==> src/rtl/seq_det_pkg.sv <==
// rtl/seq_det_pkg.sv - shared types, defaults and width helper for the programmable sequence detector
package seq_det_pkg;

    localparam int DEF_MAX_LEN = 8;
    localparam int DEF_CNT_W   = 16;

    typedef enum logic {
        IDLE = 1'b0,
        RUN  = 1'b1
    } state_t;

    // Length field must be able to hold the value MAX_LEN itself.
    function automatic int calc_len_w(input int max_len);
        return $clog2(max_len + 1);
    endfunction

endpackage

==> src/rtl/seq_det_prog_if.sv <==
// rtl/seq_det_prog_if.sv - config/data/status bundle for seq_det_prog (cfg_mask present with SEQ_DET_MASK_EN)
interface seq_det_prog_if #(
    parameter int MAX_LEN = 8,
    parameter int CNT_W   = 16,
    parameter int LEN_W   = 4
);
    logic               cfg_load;
    logic [MAX_LEN-1:0] cfg_pattern;
    logic [LEN_W-1:0]   cfg_len;
    logic               cfg_overlap;
`ifdef SEQ_DET_MASK_EN
    logic [MAX_LEN-1:0] cfg_mask;
`endif
    logic               din_valid;
    logic               din;
    logic               dout;
    logic [CNT_W-1:0]   match_cnt;
    logic               armed;
    logic               cfg_err;

    modport master (
        output cfg_load, cfg_pattern, cfg_len, cfg_overlap, din_valid, din,
        input  dout, match_cnt, armed, cfg_err
`ifdef SEQ_DET_MASK_EN
        , output cfg_mask
`endif
    );

    modport slave (
        input  cfg_load, cfg_pattern, cfg_len, cfg_overlap, din_valid, din,
        output dout, match_cnt, armed, cfg_err
`ifdef SEQ_DET_MASK_EN
        , input cfg_mask
`endif
    );
endinterface

==> src/rtl/seq_det_hist.sv <==
// rtl/seq_det_hist.sv - bit history shift register with saturating fill counter
// Ports: clk, rst; shift_en (accept din), clear (wipe history and fill),
//        restart (zero fill instead of advancing it); din;
//        hist_next / fill_next are the values that will be registered this cycle.
module seq_det_hist
    import seq_det_pkg::*;
#(
    parameter int MAX_LEN = DEF_MAX_LEN,
    parameter int LEN_W   = calc_len_w(MAX_LEN)
) (
    input  logic               clk,
    input  logic               rst,
    input  logic               shift_en,
    input  logic               clear,
    input  logic               restart,
    input  logic               din,
    output logic [MAX_LEN-1:0] hist_next,
    output logic [LEN_W-1:0]   fill_next
);

    localparam logic [LEN_W-1:0] FILL_MAX = LEN_W'(MAX_LEN);

    logic [MAX_LEN-1:0] hist;
    logic [LEN_W-1:0]   fill;

    always_comb begin
        hist_next = hist;
        fill_next = fill;
        if (shift_en) begin
            hist_next = {hist[MAX_LEN-2:0], din};
            fill_next = (fill == FILL_MAX) ? fill : fill + 1'b1;
        end
    end

    // restart only drops the fill count: older bits stay in hist but are
    // never compared until len fresh bits have arrived again.
    always_ff @(posedge clk) begin
        if (rst || clear) begin
            hist <= '0;
            fill <= '0;
        end else if (shift_en) begin
            hist <= hist_next;
            fill <= restart ? '0 : fill_next;
        end
    end

endmodule

==> src/rtl/seq_det_prog.sv <==
// rtl/seq_det_prog.sv - runtime-programmable serial pattern detector (optional SEQ_DET_MASK_EN adds cfg_mask)
// Ports: clk, rst (sync, active-high); bus (slave modport):
//        cfg_load/cfg_pattern/cfg_len/cfg_overlap[/cfg_mask] config load,
//        din_valid/din serial input, dout registered match pulse,
//        match_cnt saturating match count, armed (in RUN), cfg_err (rejected load pulse).
module seq_det_prog
    import seq_det_pkg::*;
#(
    parameter int MAX_LEN = DEF_MAX_LEN,
    parameter int CNT_W   = DEF_CNT_W,
    parameter int LEN_W   = calc_len_w(MAX_LEN)
) (
    input  logic           clk,
    input  logic           rst,
    seq_det_prog_if.slave  bus
);

    state_t             state, state_next;
    logic [MAX_LEN-1:0] pat_q;
    logic [MAX_LEN-1:0] mask_q;
    logic [LEN_W-1:0]   len_q;
    logic               ovl_q;
    logic [CNT_W-1:0]   cnt_q;
    logic               dout_q;
    logic               err_q;

    logic               len_ok, load_ok, load_bad, shift_en, match, restart;
    logic [MAX_LEN-1:0] len_mask;
    logic [MAX_LEN-1:0] hist_next;
    logic [LEN_W-1:0]   fill_next;

    assign len_ok   = (bus.cfg_len != '0) && (bus.cfg_len <= LEN_W'(MAX_LEN));
    assign load_ok  = bus.cfg_load && len_ok;
    assign load_bad = bus.cfg_load && !len_ok;
    // Any load, accepted or not, swallows the bit presented with it.
    assign shift_en = (state == RUN) && bus.din_valid && !bus.cfg_load;

    always_comb begin
        len_mask = '0;
        for (int i = 0; i < MAX_LEN; i++) begin
            len_mask[i] = (i < int'(len_q));
        end
    end

    assign match   = shift_en && (fill_next >= len_q) &&
                     (((hist_next ^ pat_q) & ~mask_q & len_mask) == '0);
    assign restart = match && !ovl_q;

    seq_det_hist #(
        .MAX_LEN (MAX_LEN),
        .LEN_W   (LEN_W)
    ) u_hist (
        .clk       (clk),
        .rst       (rst),
        .shift_en  (shift_en),
        .clear     (load_ok),
        .restart   (restart),
        .din       (bus.din),
        .hist_next (hist_next),
        .fill_next (fill_next)
    );

    always_ff @(posedge clk) begin
        if (rst) begin
            state <= IDLE;
        end else begin
            state <= state_next;
        end
    end

    always_comb begin
        state_next = state;
        if (load_ok) begin
            state_next = RUN;
        end
    end

    always_ff @(posedge clk) begin
        if (rst) begin
            pat_q  <= '0;
            len_q  <= '0;
            ovl_q  <= 1'b1;
            cnt_q  <= '0;
            dout_q <= 1'b0;
            err_q  <= 1'b0;
        end else begin
            dout_q <= match;
            err_q  <= load_bad;
            if (load_ok) begin
                pat_q <= bus.cfg_pattern;
                len_q <= bus.cfg_len;
                ovl_q <= bus.cfg_overlap;
                cnt_q <= '0;
            end else if (match && (cnt_q != '1)) begin
                cnt_q <= cnt_q + 1'b1;
            end
        end
    end

`ifdef SEQ_DET_MASK_EN
    always_ff @(posedge clk) begin
        if (rst) begin
            mask_q <= '0;
        end else if (load_ok) begin
            mask_q <= bus.cfg_mask;
        end
    end
`else
    assign mask_q = '0;
`endif

    assign bus.dout      = dout_q;
    assign bus.match_cnt = cnt_q;
    assign bus.armed     = (state == RUN);
    assign bus.cfg_err   = err_q;

endmodule
==> src/flat_wrapper.sv <==
// flat-port wrapper written by rule: the top's interface ports become plain ports
module seq_det_prog_flat import seq_det_pkg::*;
#(
    parameter int MAX_LEN = DEF_MAX_LEN,
    parameter int CNT_W   = DEF_CNT_W,
    parameter int LEN_W   = calc_len_w(MAX_LEN)
)
  (clk, rst, bus_cfg_load, bus_cfg_pattern, bus_cfg_len, bus_cfg_overlap, bus_din_valid, bus_din, bus_dout, bus_match_cnt, bus_armed, bus_cfg_err);
  seq_det_prog_if #(.MAX_LEN(MAX_LEN), .CNT_W(CNT_W), .LEN_W(LEN_W)) bus_i ();
  input  logic clk;
  input  logic rst;
  input wire logic [$bits(bus_i.cfg_load)-1:0] bus_cfg_load;
  input wire logic [$bits(bus_i.cfg_pattern)-1:0] bus_cfg_pattern;
  input wire logic [$bits(bus_i.cfg_len)-1:0] bus_cfg_len;
  input wire logic [$bits(bus_i.cfg_overlap)-1:0] bus_cfg_overlap;
  input wire logic [$bits(bus_i.din_valid)-1:0] bus_din_valid;
  input wire logic [$bits(bus_i.din)-1:0] bus_din;
  output wire logic [$bits(bus_i.dout)-1:0] bus_dout;
  output wire logic [$bits(bus_i.match_cnt)-1:0] bus_match_cnt;
  output wire logic [$bits(bus_i.armed)-1:0] bus_armed;
  output wire logic [$bits(bus_i.cfg_err)-1:0] bus_cfg_err;
  assign bus_i.cfg_load = bus_cfg_load;
  assign bus_i.cfg_pattern = bus_cfg_pattern;
  assign bus_i.cfg_len = bus_cfg_len;
  assign bus_i.cfg_overlap = bus_cfg_overlap;
  assign bus_i.din_valid = bus_din_valid;
  assign bus_i.din = bus_din;
  assign bus_dout = bus_i.dout;
  assign bus_match_cnt = bus_i.match_cnt;
  assign bus_armed = bus_i.armed;
  assign bus_cfg_err = bus_i.cfg_err;
  seq_det_prog #(.MAX_LEN(MAX_LEN), .CNT_W(CNT_W), .LEN_W(LEN_W)) u_core (.clk(clk), .rst(rst), .bus(bus_i));
endmodule
==> config.mk <==
export PLATFORM = sky130hd
export DESIGN_NAME = seq_det_prog_flat
export DESIGN_NICKNAME = d
export VERILOG_FILES = /design/src/rtl/seq_det_pkg.sv /design/src/rtl/seq_det_prog_if.sv /design/src/rtl/seq_det_hist.sv /design/src/rtl/seq_det_prog.sv /design/src/flat_wrapper.sv
export SDC_FILE = /design/constraint.sdc
export NUM_CORES = 1
export LEC_CHECK = 0
export CAP_MARGIN = 20
export CELL_PAD_IN_SITES_DETAIL_PLACEMENT = 0
export CELL_PAD_IN_SITES_GLOBAL_PLACEMENT = 1
export CORE_MARGIN = 1.5
export CORE_UTILIZATION = 44
export CTS_BUF_LIST = sky130_fd_sc_hd__clkbuf_4 sky130_fd_sc_hd__clkbuf_8
export CTS_CLUSTER_DIAMETER = 120
export DETAILED_ROUTE_END_ITERATION = 16
export PLACE_DENSITY_LB_ADDON = 0.1
export REMOVE_ABC_BUFFERS = 1
export SYNTH_ARGS = -nofsm -noshare
export SYNTH_HDL_FRONTEND = slang
export SYNTH_SLANG_ARGS = --single-unit
==> constraint.sdc <==
create_clock -name clk -period 6 [get_ports clk]
set_input_delay 0.6 -clock clk [delete_from_list [all_inputs] [get_ports clk]]
set_output_delay 0.6 -clock clk [all_outputs]
set_load 0.05 [all_outputs]
# After elaboration in Yosys (flattened, before gate mapping)
# Index checks and enable logic that the tools add are counted.
# Widths: inputs -> output; s select.
# totals
regBits	44
wordCells	45
out_inout_bits	19
# classes
order_cmp	10
n_eq_ne	2
bitwise	2
n_mux	4
n_addsub	2
reduce_logical	16
# op_table
op	count
$add 16x1->16 const B	1
$lt 3x4->1 const A	4
$ne 16x16->1 const B	1
$mux 4	3
$logic_and 1x1->1	9
$and 8x8->8	1
$logic_not 8->1	1
$lt 1x4->1 const A	2
$lt 2x4->1 const A	2
$mux 8	1
$xor 8x8->8	1
$add 4x1->4 const B	1
$eq 4x4->1 const B	1
$ge 4x4->1	1
$le 4x4->1 const B	1
$reduce_bool 4->1	1
$logic_not 1->1	3
$reduce_or 2->1	1
$logic_or 1x1->1	1

# Longest topological paths before layout
# Gate-level depths: netlist (run 1).
# depth
word_depth	9
depth_mapped	14

# Cells and area by module
# From an unflattened synthesis (run 1), not the netlist that was laid out.
# unflattened
cells_unflattened	275
hier_area_um2	2376.0
# modules_own_cells
mod	cells_each	area_each_um2	instances	seq_area_each_um2
seq_det_prog	217	1805.5	1	640.6
seq_det_hist	58	570.5	1	240.2

# Worst setup path after synthesis (run 1)
# OpenSTA, ideal clock, no wires.
# synth_path
kind	reg2reg
startpoint	reg u_core.state, in the netlist u_core.bus.armed
endpoint	reg u_core.cnt_q[2], in the netlist u_core.bus.match_cnt[2]
arrival_ns	3.109
synth_period_minus_slack_ns	3.234
stages_incl_launch_ff	15
setup_slack_ns	2.766
setup_ns	0.124
path_cell_list	dfxtp_1 > and3b_1 > buf_6 > clkbuf_1 > o21ai_0 > xnor2_1 > ha_1 > nand2b_1 > a211o_1 > a21oi_1 > nor3_1 > nand2_1 > clkbuf_1 > a21boi_0 > mux2i_1
# synth_between
elab_chain_len	8
# synth_rtl
element	line_no	text
from (decl)	seq_det_prog.sv:18	state_t state, state_next;
from (signal assigned)	seq_det_prog.sv:67	state <= state_next;
$logic_and 1x1->1 (*) (2 in series)	seq_det_prog.sv:36	assign shift_en = (state == RUN) && bus.din_valid && !bus.cfg_load;
$mux 8	seq_det_hist.sv:29	if (shift_en) begin
$xor 8x8->8	seq_det_prog.sv:46	(((hist_next ^ pat_q) & ~mask_q & len_mask) == '0);
$and 8x8->8	seq_det_prog.sv:46	
$logic_not 8->1	seq_det_prog.sv:46	
$logic_and 1x1->1 (*)	seq_det_prog.sv:45	assign match = shift_en && (fill_next >= len_q) &&
$logic_and 1x1->1 (*)	seq_det_prog.sv:94	end else if (match && (cnt_q != '1)) begin
to (signal assigned)	seq_det_prog.sv:95	cnt_q <= cnt_q + 1'b1;
to (decl)	seq_det_prog.sv:23	logic [CNT_W-1:0] cnt_q;
# Every way passes the cells marked *; elsewhere a longest branch is shown, timed or not.
# A chain may end at the register's enable or synchronous reset.

# Worst setup path in the final report (run 1)
# layout_path
startpoint	in bus_cfg_load
endpoint	reg u_core.cnt_q[2], in the netlist u_core.bus.match_cnt[2]
# layout_between
elab_chain_len	8
# layout_rtl
element	line_no	text
from (decl)	flat_wrapper.sv:12	input wire logic [$bits(bus_i.cfg_load)-1:0] bus_cfg_load;
$logic_not 1->1	seq_det_prog.sv:36	
$logic_and 1x1->1	seq_det_prog.sv:36	
$mux 8	seq_det_hist.sv:29	
$xor 8x8->8	seq_det_prog.sv:46	
$and 8x8->8	seq_det_prog.sv:46	
$logic_not 8->1	seq_det_prog.sv:46	
$logic_and 1x1->1	seq_det_prog.sv:45	
$logic_and 1x1->1	seq_det_prog.sv:94	
# Several ways; a longest one is shown, not always the timed one.

==> summary.md, run 1 <==
| Metric | Value |
|---|---|
| Worst Max-Slew Pin Slew | `0.8098 ns` |
| CTS tree | `done` |
| Vias in the first global route | `around 1800` |
| R2R cell count | `11` |
| Area Growth Syn to Fin | `21.91%` |
| Setup bufs post-CTS | `0` |
| Hold path cells | `2` |
| Clock Sink Count | `43` |
| Met1 wire length | `roughly 2600 microns` |
| WP data required | `6.18 ns` |
| Async SR Flop Fraction | `0%` |
| Worst setup path start | `bus_cfg_load` |
| Detailed Route WL | `~5000 microns` |
| Die height | `~76 microns` |
| Largest cells by area after synthesis | `dfxtp_1 (37%), nand2_1 (6.8%), a21oi_1 (6.0%)` |
| Die width | `75.77 microns` |
| Critical-path top delay cell | `clkdlybuf4s50_1` |
| Cells after Synth | `281` |
| Worst path max stage delay | `0.70 ns` |
| Worst reg2reg path startpoint | `u_core.bus.armed` |
| TritonRoute pass-1 iters | `4` |
| Share of the synthesized area in the top cell type | `36.95%` |
| Remaining antenna violation count | `0` |
| RSZ-0062 raised after global routing | `no` |
| Mapped cell area | `2330 sq um` |
| Fmax achieved | `243.0 MHz` |
| Max-Cap Viols | `0` |
| Critical Path Sink Type | `flop` |
| CTS root buffer | `clkbuf_8` |
| Clk buf depth | `2` |
| Initial Utilization | `45.61%` |
| Final Hold Vio Count | `0` |
| Worst Path Class, Setup | `in2reg` |
| Hold worst-path end | `u_core.pat_q[7]` |
| Final std cells w/o fill | `381` |
| Max Transition Viols Final | `0` |
| Post-detail-place hpwl | `3628 microns` |
| Antenna fix cells | `0` |
| Buf/Inv on CP | `1` |
| Largest net degree at the start of global routing | `22` |
| Period utilisation layout | `about two thirds` |
| Share of layout cells above drive strength 1 | `5.145%` |
| First-pass GRT wire length | `8424 microns` |
| Pwr dens | `213.0 nW/um^2` |
| Critical path, cell by cell | `clkdlybuf4s50_1 > and3b_1 > o21ai_0 > xnor2_1 > ha_1 > nand2b_1 > a211o_1 > a21oi_1 > nor3_1 > nand2_1 > a21boi_0 > mux2i_1` |
| Ports | `37` |
| Reg-to-reg setup timing slack | `between 2 and 3 ns` |
| Register bit total from synthesis | `43` |
| Yosys Warn Count | `0` |
| DR DRC count | `0` |
| # nets final | `335` |
| Post-synthesis area per instance | `8.291 sq um` |
| Status | `finished clean` |
| Crit path launch type | `primary input` |
| Die ar. | `between 5000 and 6000 sq um` |
| DRT iter0 DRCs | `71` |
| Lkg Pwr | `around 1.0 nW` |
| Final Wtd Congestion | `approximately 0.82` |
| Via count | `2000` |
| Worst relative slew slack | `between 40% and 50%` |
| Total gr overflow | `0` |
| Max VDD drop | `0.2055 mV` |
| Layout fillers | `around 500` |
| Reg2Reg Capture Point | `u_core.bus.match_cnt[2]` |
| Clk slew on worst S/H paths | `0.09 ns` |
| IO Port Bufs | `36` |
| Synth Flop Type | `dfxtp_1` |
| Initial antenna violation count | `0` |
| Crit path DAT | `4.29 ns` |
| Area leader, netlist | `dfxtp_1` |
| Setup TNS | `0 ns` |
| Post-synth EDFFs | `0` |
| Dpl cells | `373` |
| Clock skew | `0.007874 ns` |
| Clk_lat worst skew | `0.29 ns` |
| Clock period minus worst slack | `~4.1 ns` |
| Family with the most delay on the worst path | `simple AND/OR/NAND/NOR gates` |
| CTS H-tree lvls | `2` |
| Met2 routed WL | `2304 microns` |
| Max Used Layer | `met4` |
| Drt wl/cell | `between 10 and 15 microns` |
| Most frequent cells after synthesis | `dfxtp_1 (43), nand2_1 (42), a21oi_1 (28)` |
| Crit Path Max Fanout | `21` |
| CTS buffer count | `5` |
| Post-synth cell types | `44` |
| Met3 wire length | `166 microns` |
| Most common cell in the netlist | `dfxtp_1` |
| Avg Vias per Cell | `5.249` |
| Post-CTS sizing | `0` |
| Setup-failing EPs final | `0` |
| Site Rows | `26` |
| Hold crit path type | `reg2reg` |
| Worst hold start | `u_core.pat_q[7]` |
| # hold bufs at CTS | `0` |
| Register area share after synthesis | `36.95%` |
| Core ar. | `roughly 5100 sq um` |
| GRT Util Overall | `between 10% and 20%` |
==> kinds of logic after synthesis <==
group,count (synthesis),synth area share (%)
buffers and inverters,23,4.135
and+or+nand+nor,114,24.44
xor gates and xnor gates,13,4.887
DFF,43,36.95
AOI/OAI and AO/OA,68,20.25
adders and majority gates,7,3.759
muxes,13,5.585
==> worst max-delay path by stage <==
stage,end,slack [ns],cells past startpoint
floorplan,u_core.bus.match_cnt[2],2.76,11
detailed placement,u_core.bus.match_cnt[2],1.62,12
global placement,u_core.bus.match_cnt[7],1.69,12
global route,u_core.bus.match_cnt[2],1.50,12
CTS,u_core.bus.match_cnt[2],1.93,12
finish,u_core.bus.match_cnt[2],1.88,12
==> through the flow <==
| stage | setup WS [ns] | hold slack [ns] | cell area, sq um | util [%] | power, mW |
|---|---|---|---|---|---|
| 2_1_floorplan | 2.759 | 0.4317 | 2260 | - | 0.3468 |
| 4_1_cts | 1.932 | 0.4742 | 2840 | 55.61 | 0.6112 |
| 3_3_place_gp | 1.688 | 0.4480 | 2723 | 53.31 | 0.3770 |
| 5_1_grt | 1.500 | 0.5006 | 2840 | 55.61 | 0.6284 |
| 6_report | 1.884 | 0.4761 | 2840 | 55.61 | 0.6051 |
| 3_5_place_dp | 1.619 | 0.4541 | 2723 | 53.31 | 0.3775 |
==> tightest hold or removal path, stage by stage (launching register included) <==
cell and delay (ns):
dfxtp_1 0.33, nand2_1 0.06, a21oi_1 0.05
==> cells in the final DEF (no fill, tap or decap), types with 7 or more instances in the layout <==
master           netlist  routed
ha_1                   7       7
a2111o_1               7       7
mux2i_1               13      13
nand2_1               42      42
nor2b_1                8       8
a21oi_1               28      28
xnor2_1                8       8
clkdlybuf4s50_1        0      36
o21ai_0               11      11
dfxtp_1               43      43
nand3_1               17      17
inv_1                  7       7
nor2_1                13      13
==> cell type report <==
type | count | area [sq um] | area share (%)
Sequential cell | 43 | 860.8 | 30.31
Multi-Input combinational cell | 215 | 1373 | 48.33
Timing Repair Buffer | 38 | 375.4 | 13.22
Tap cell | 70 | 87.58 | 3.084
Clock inverter | 2 | 35.03 | 1.233
Clock buffer | 6 | 82.58 | 2.907
Inverter | 7 | 26.28 | 0.9251
==> metal layers <==
layer  track usage, %  vias up
li1                 -     1056
met1            26.37      915
met2            30.05       27
met3            3.968        2
met4            4.762        0
met5                0        -
==> registers in the layout, indices dropped and copies added (netlist names) <==
| name | flops |
|---|---|
| u_core.ovl_q | 1 |
| u_core.bus.dout | 1 |
| u_core.bus.cfg_err | 1 |
| u_core.len_q | 4 |
| u_core.bus.armed | 1 |
| u_core.bus.match_cnt | 16 |
| u_core.u_hist.fill | 4 |
| u_core.pat_q | 8 |
| u_core.u_hist.hist | 7 |
==> report_power, final <==
part	leakage, nW	internal [mW]	total, mW	switching [mW]
Combinational	0.625	0.0316	0.0725	0.0409
Sequential	0.348	0.292	0.298	0.00675
Clock	0.0612	0.135	0.234	0.0994
Power figures use the tool's default switching activity.
==> run 2, diff against run 1 <==
CORE_UTILIZATION = 37   (was 44)
clock period = 3.6 ns   (was 6 ns; I/O delays follow)
==> run 2 against run 1 <==
Utilization fell by 7.4 points; clock-buffer cell count stayed put; sequential power rose by 67%; first-iteration DRC count is 11% higher; total power up 65%; clock skew up 0.0043 ns; largest power group unchanged; critical path depth did not move; design area grew 1.7%.
==> summary.md, run 2 (synthesis results as in run 1) <==
| Metric | Value |
|---|---|
| Die width | `82.35 microns (was 75.77 microns)` |
| Pwr dens | `345.2 nW/um^2 (was 213.0 nW/um^2)` |
| Clock Sink Count | `43 (unchanged)` |
| Pre-CTS setup slack | `0.1087 ns (was 1.619 ns)` |
| Met3 usage | `3.297% (was 3.968%)` |
| Dpl cells | `385 (was 373)` |
| First-pass GRT wire length | `8949 microns (was 8424 microns)` |
| Core ar. | `5991 sq um (was 5107 sq um)` |
| Most common cell after layout, fill and taps aside | `dfxtp_1 (unchanged)` |
| RSZ-0062 raised after global routing | `no (unchanged)` |
| Period utilisation layout | `87.90%` |
| Net switching power | `0.2428 mW (was 0.1471 mW)` |
| CTS H-tree lvls | `2 (unchanged)` |
| Fin util | `48.20% (was 55.61%)` |
| Crit path launch type | `primary input (unchanged)` |
| Clock skew | `0.01217 ns (was 0.007874 ns)` |
| DR DRC count | `0 (unchanged)` |
| Met2 usage | `26.50% (was 30.05%)` |
| Net Sw Frac | `24.35% (was 24.31%)` |
| Worst relative slew slack | `44.01% (was 45.85%)` |
| Worst Max-Slew Pin Slew | `0.8373 ns (was 0.8098 ns)` |
| Max-Cap Viols | `0 (unchanged)` |
| Setup bufs post-CTS | `0 (unchanged)` |
| GRT Util Overall | `17.39% (was 19.00%)` |
| Critical Path Sink Type | `flop (unchanged)` |
| Final std cells w/o fill | `392 (was 381)` |
| Ports | `37 (unchanged)` |
| Logic pwr share | `12.7% (was 12.0%)` |
| Antenna fix cells | `0 (unchanged)` |
| Clock period minus worst slack | `~3.2 ns` |
| Most frequent cells in the layout | `dfxtp_1 (43), nand2_1 (42), clkdlybuf4s50_1 (36) (unchanged)` |
| CTS root buffer | `clkbuf_8 (unchanged)` |
| Final Hold Vio Count | `0 (unchanged)` |
| Clk buf depth | `2 (unchanged)` |
| Via count | `2040 (was 2000)` |
| Sequential Area | `860.8 sq um (unchanged)` |
| Setup ws final | `0.4358 ns (was 1.884 ns)` |
| IO Port Bufs | `36 (unchanged)` |
| Worst path max stage delay | `0.52 ns (was 0.70 ns)` |
| Crit Path Max Fanout | `21 (unchanged)` |
| CTS buffer count | `5 (unchanged)` |
| TritonRoute pass-1 iters | `4 (unchanged)` |
| Initial Utilization | `38.89% (was 45.61%)` |
| Crit path DAT | `3.39 ns (was 4.29 ns)` |
| Avg Vias per Cell | `5.204 (was 5.249)` |
| Area Growth Syn to Fin | `23.95% (was 21.91%)` |
| Remaining antenna violation count | `0 (unchanged)` |
| Detailed Route WL | `5364 microns (was 5112 microns)` |
| Max reg flops | `16 (unchanged)` |
| Clk slew on worst S/H paths | `0.08 ns (was 0.09 ns)` |
| # nets final | `342 (was 335)` |
| # hold bufs at CTS | `0 (unchanged)` |
| Top Usage Layer GRT | `met2 (unchanged)` |
| GR Util met1 | `24.30% (was 26.37%)` |
| Status | `finished clean (unchanged)` |
| Total gr overflow | `0 (unchanged)` |
| Setup TNS | `0 ns (unchanged)` |
| Buf/Inv on CP | `1 (unchanged)` |
| Power Internal | `0.7541 mW (was 0.4580 mW)` |
| Layout fillers | `602 (was 491)` |
| Vias in the first global route | `1859 (was 1789)` |
| CTS tree | `done (unchanged)` |
| Worst Path Class, Setup | `in2reg (unchanged)` |
| Clock network power share | `37.4% (was 38.7%)` |
| Critical path, cell by cell | `clkdlybuf4s50_1 > and3b_1 > o21ai_0 > xnor2_1 > ha_1 > nand2b_1 > a211o_1 > a21oi_1 > nor3_1 > o211ai_2 > a2111o_1 > o21ai_0 (was clkdlybuf4s50_1 > and3b_1 > o21ai_0 > xnor2_1 > ha_1 > nand2b_1 > a211o_1 > a21oi_1 > nor3_1 > nand2_1 > a21boi_0 > mux2i_1)` |
| Sequential power share | `49.9% (was 49.3%)` |
| WP data required | `3.83 ns (was 6.18 ns)` |
| Die height | `82.35 microns (was 75.77 microns)` |
| Die ar. | `6782 sq um (was 5740 sq um)` |
| Lkg Pwr | `1.060 nW (was 1.034 nW)` |
| CP dominant cell by count | `o21ai_0` |
| Largest net degree at the start of global routing | `22 (unchanged)` |
| Share of layout cells above drive strength 1 | `6.940% (was 5.145%)` |
| Post-detail-place hpwl | `3831 microns (was 3628 microns)` |
| Critical-path top delay cell | `clkdlybuf4s50_1 (unchanged)` |
| DRT iter0 DRCs | `79 (was 71)` |
| Initial antenna violation count | `0 (unchanged)` |
| Clk_lat worst skew | `0.30 ns (was 0.29 ns)` |
| Drt wl/cell | `13.68 microns (was 13.42 microns)` |
| Site Rows | `28 (was 26)` |
| Setup-failing EPs final | `0 (unchanged)` |
| Hold crit path type | `reg2reg (unchanged)` |
| Family with the most delay on the worst path | `compound AO/OA/AOI/OAI gates (was simple AND/OR/NAND/NOR gates)` |
| Final Wtd Congestion | `0.7737 (was 0.8215)` |
| Max VDD drop | `0.2150 mV (was 0.2055 mV)` |
| Max Transition Viols Final | `0 (unchanged)` |
| Multi-input gate area | `1373 sq um (unchanged)` |
| Post-CTS sizing | `0 (unchanged)` |
| Fmax achieved | `316.0 MHz` |
[run 2: path summary, 6_finish.rpt]
check                            endpoint        startpoint  slack, ns  cells after the start
setup / recovery  u_core.bus.match_cnt[4]     bus_din_valid       0.44                     12
hold / removal               u_core.ovl_q      u_core.ovl_q       0.47                      2
setup reg to reg  u_core.bus.match_cnt[4]  u_core.bus.armed       0.58                     11
hold reg to reg              u_core.ovl_q      u_core.ovl_q       0.47                      2
[run 2: area by class of cell]
type                    count  area share (%)
flip-flops and latches     43           29.81
well taps                  75           3.250
repair buffers             45           14.82
inverters                   7          0.9099
multi-input cells         215           47.53
clock buffers               6           2.643
clock inverters             1           1.040
[run 2: through the flow]
step / hold slack [ns] / total power, mW / area (sq um)
2_1_floorplan: 0.4291 / 0.5781 / 2260
3_3_place_gp: 0.4436 / 0.6363 / 2781
3_5_place_dp: 0.4531 / 0.6366 / 2781
4_1_cts: 0.4741 / 1.013 / 2888
5_1_grt: 0.5001 / 1.044 / 2888
6_report: 0.4690 / 0.9968 / 2888
[run 2: layer usage]
layer	vias to the layer above	routed length, microns	part of all wire, %
met4	0	57	1.1
li1	1068	-	-
met1	934	2806	52
met2	33	2335	44
met3	5	165	3.1
met5	-	0	0
[run 2: worst min-delay path: stages, from the launching register on]
cell and delay [ns]:
dfxtp_1 0.33, nand2_1 0.05, nand3b_1 0.06
[run 2: power by group through the flow]
stage	clock network (mW)	logic [mW]	registers [mW]
after floorplan	0	0.0653	0.513
after global placement	0	0.128	0.509
final	0.373	0.127	0.497
after global routing	0.403	0.141	0.499
after CTS	0.387	0.128	0.497
after detailed placement	0	0.128	0.509
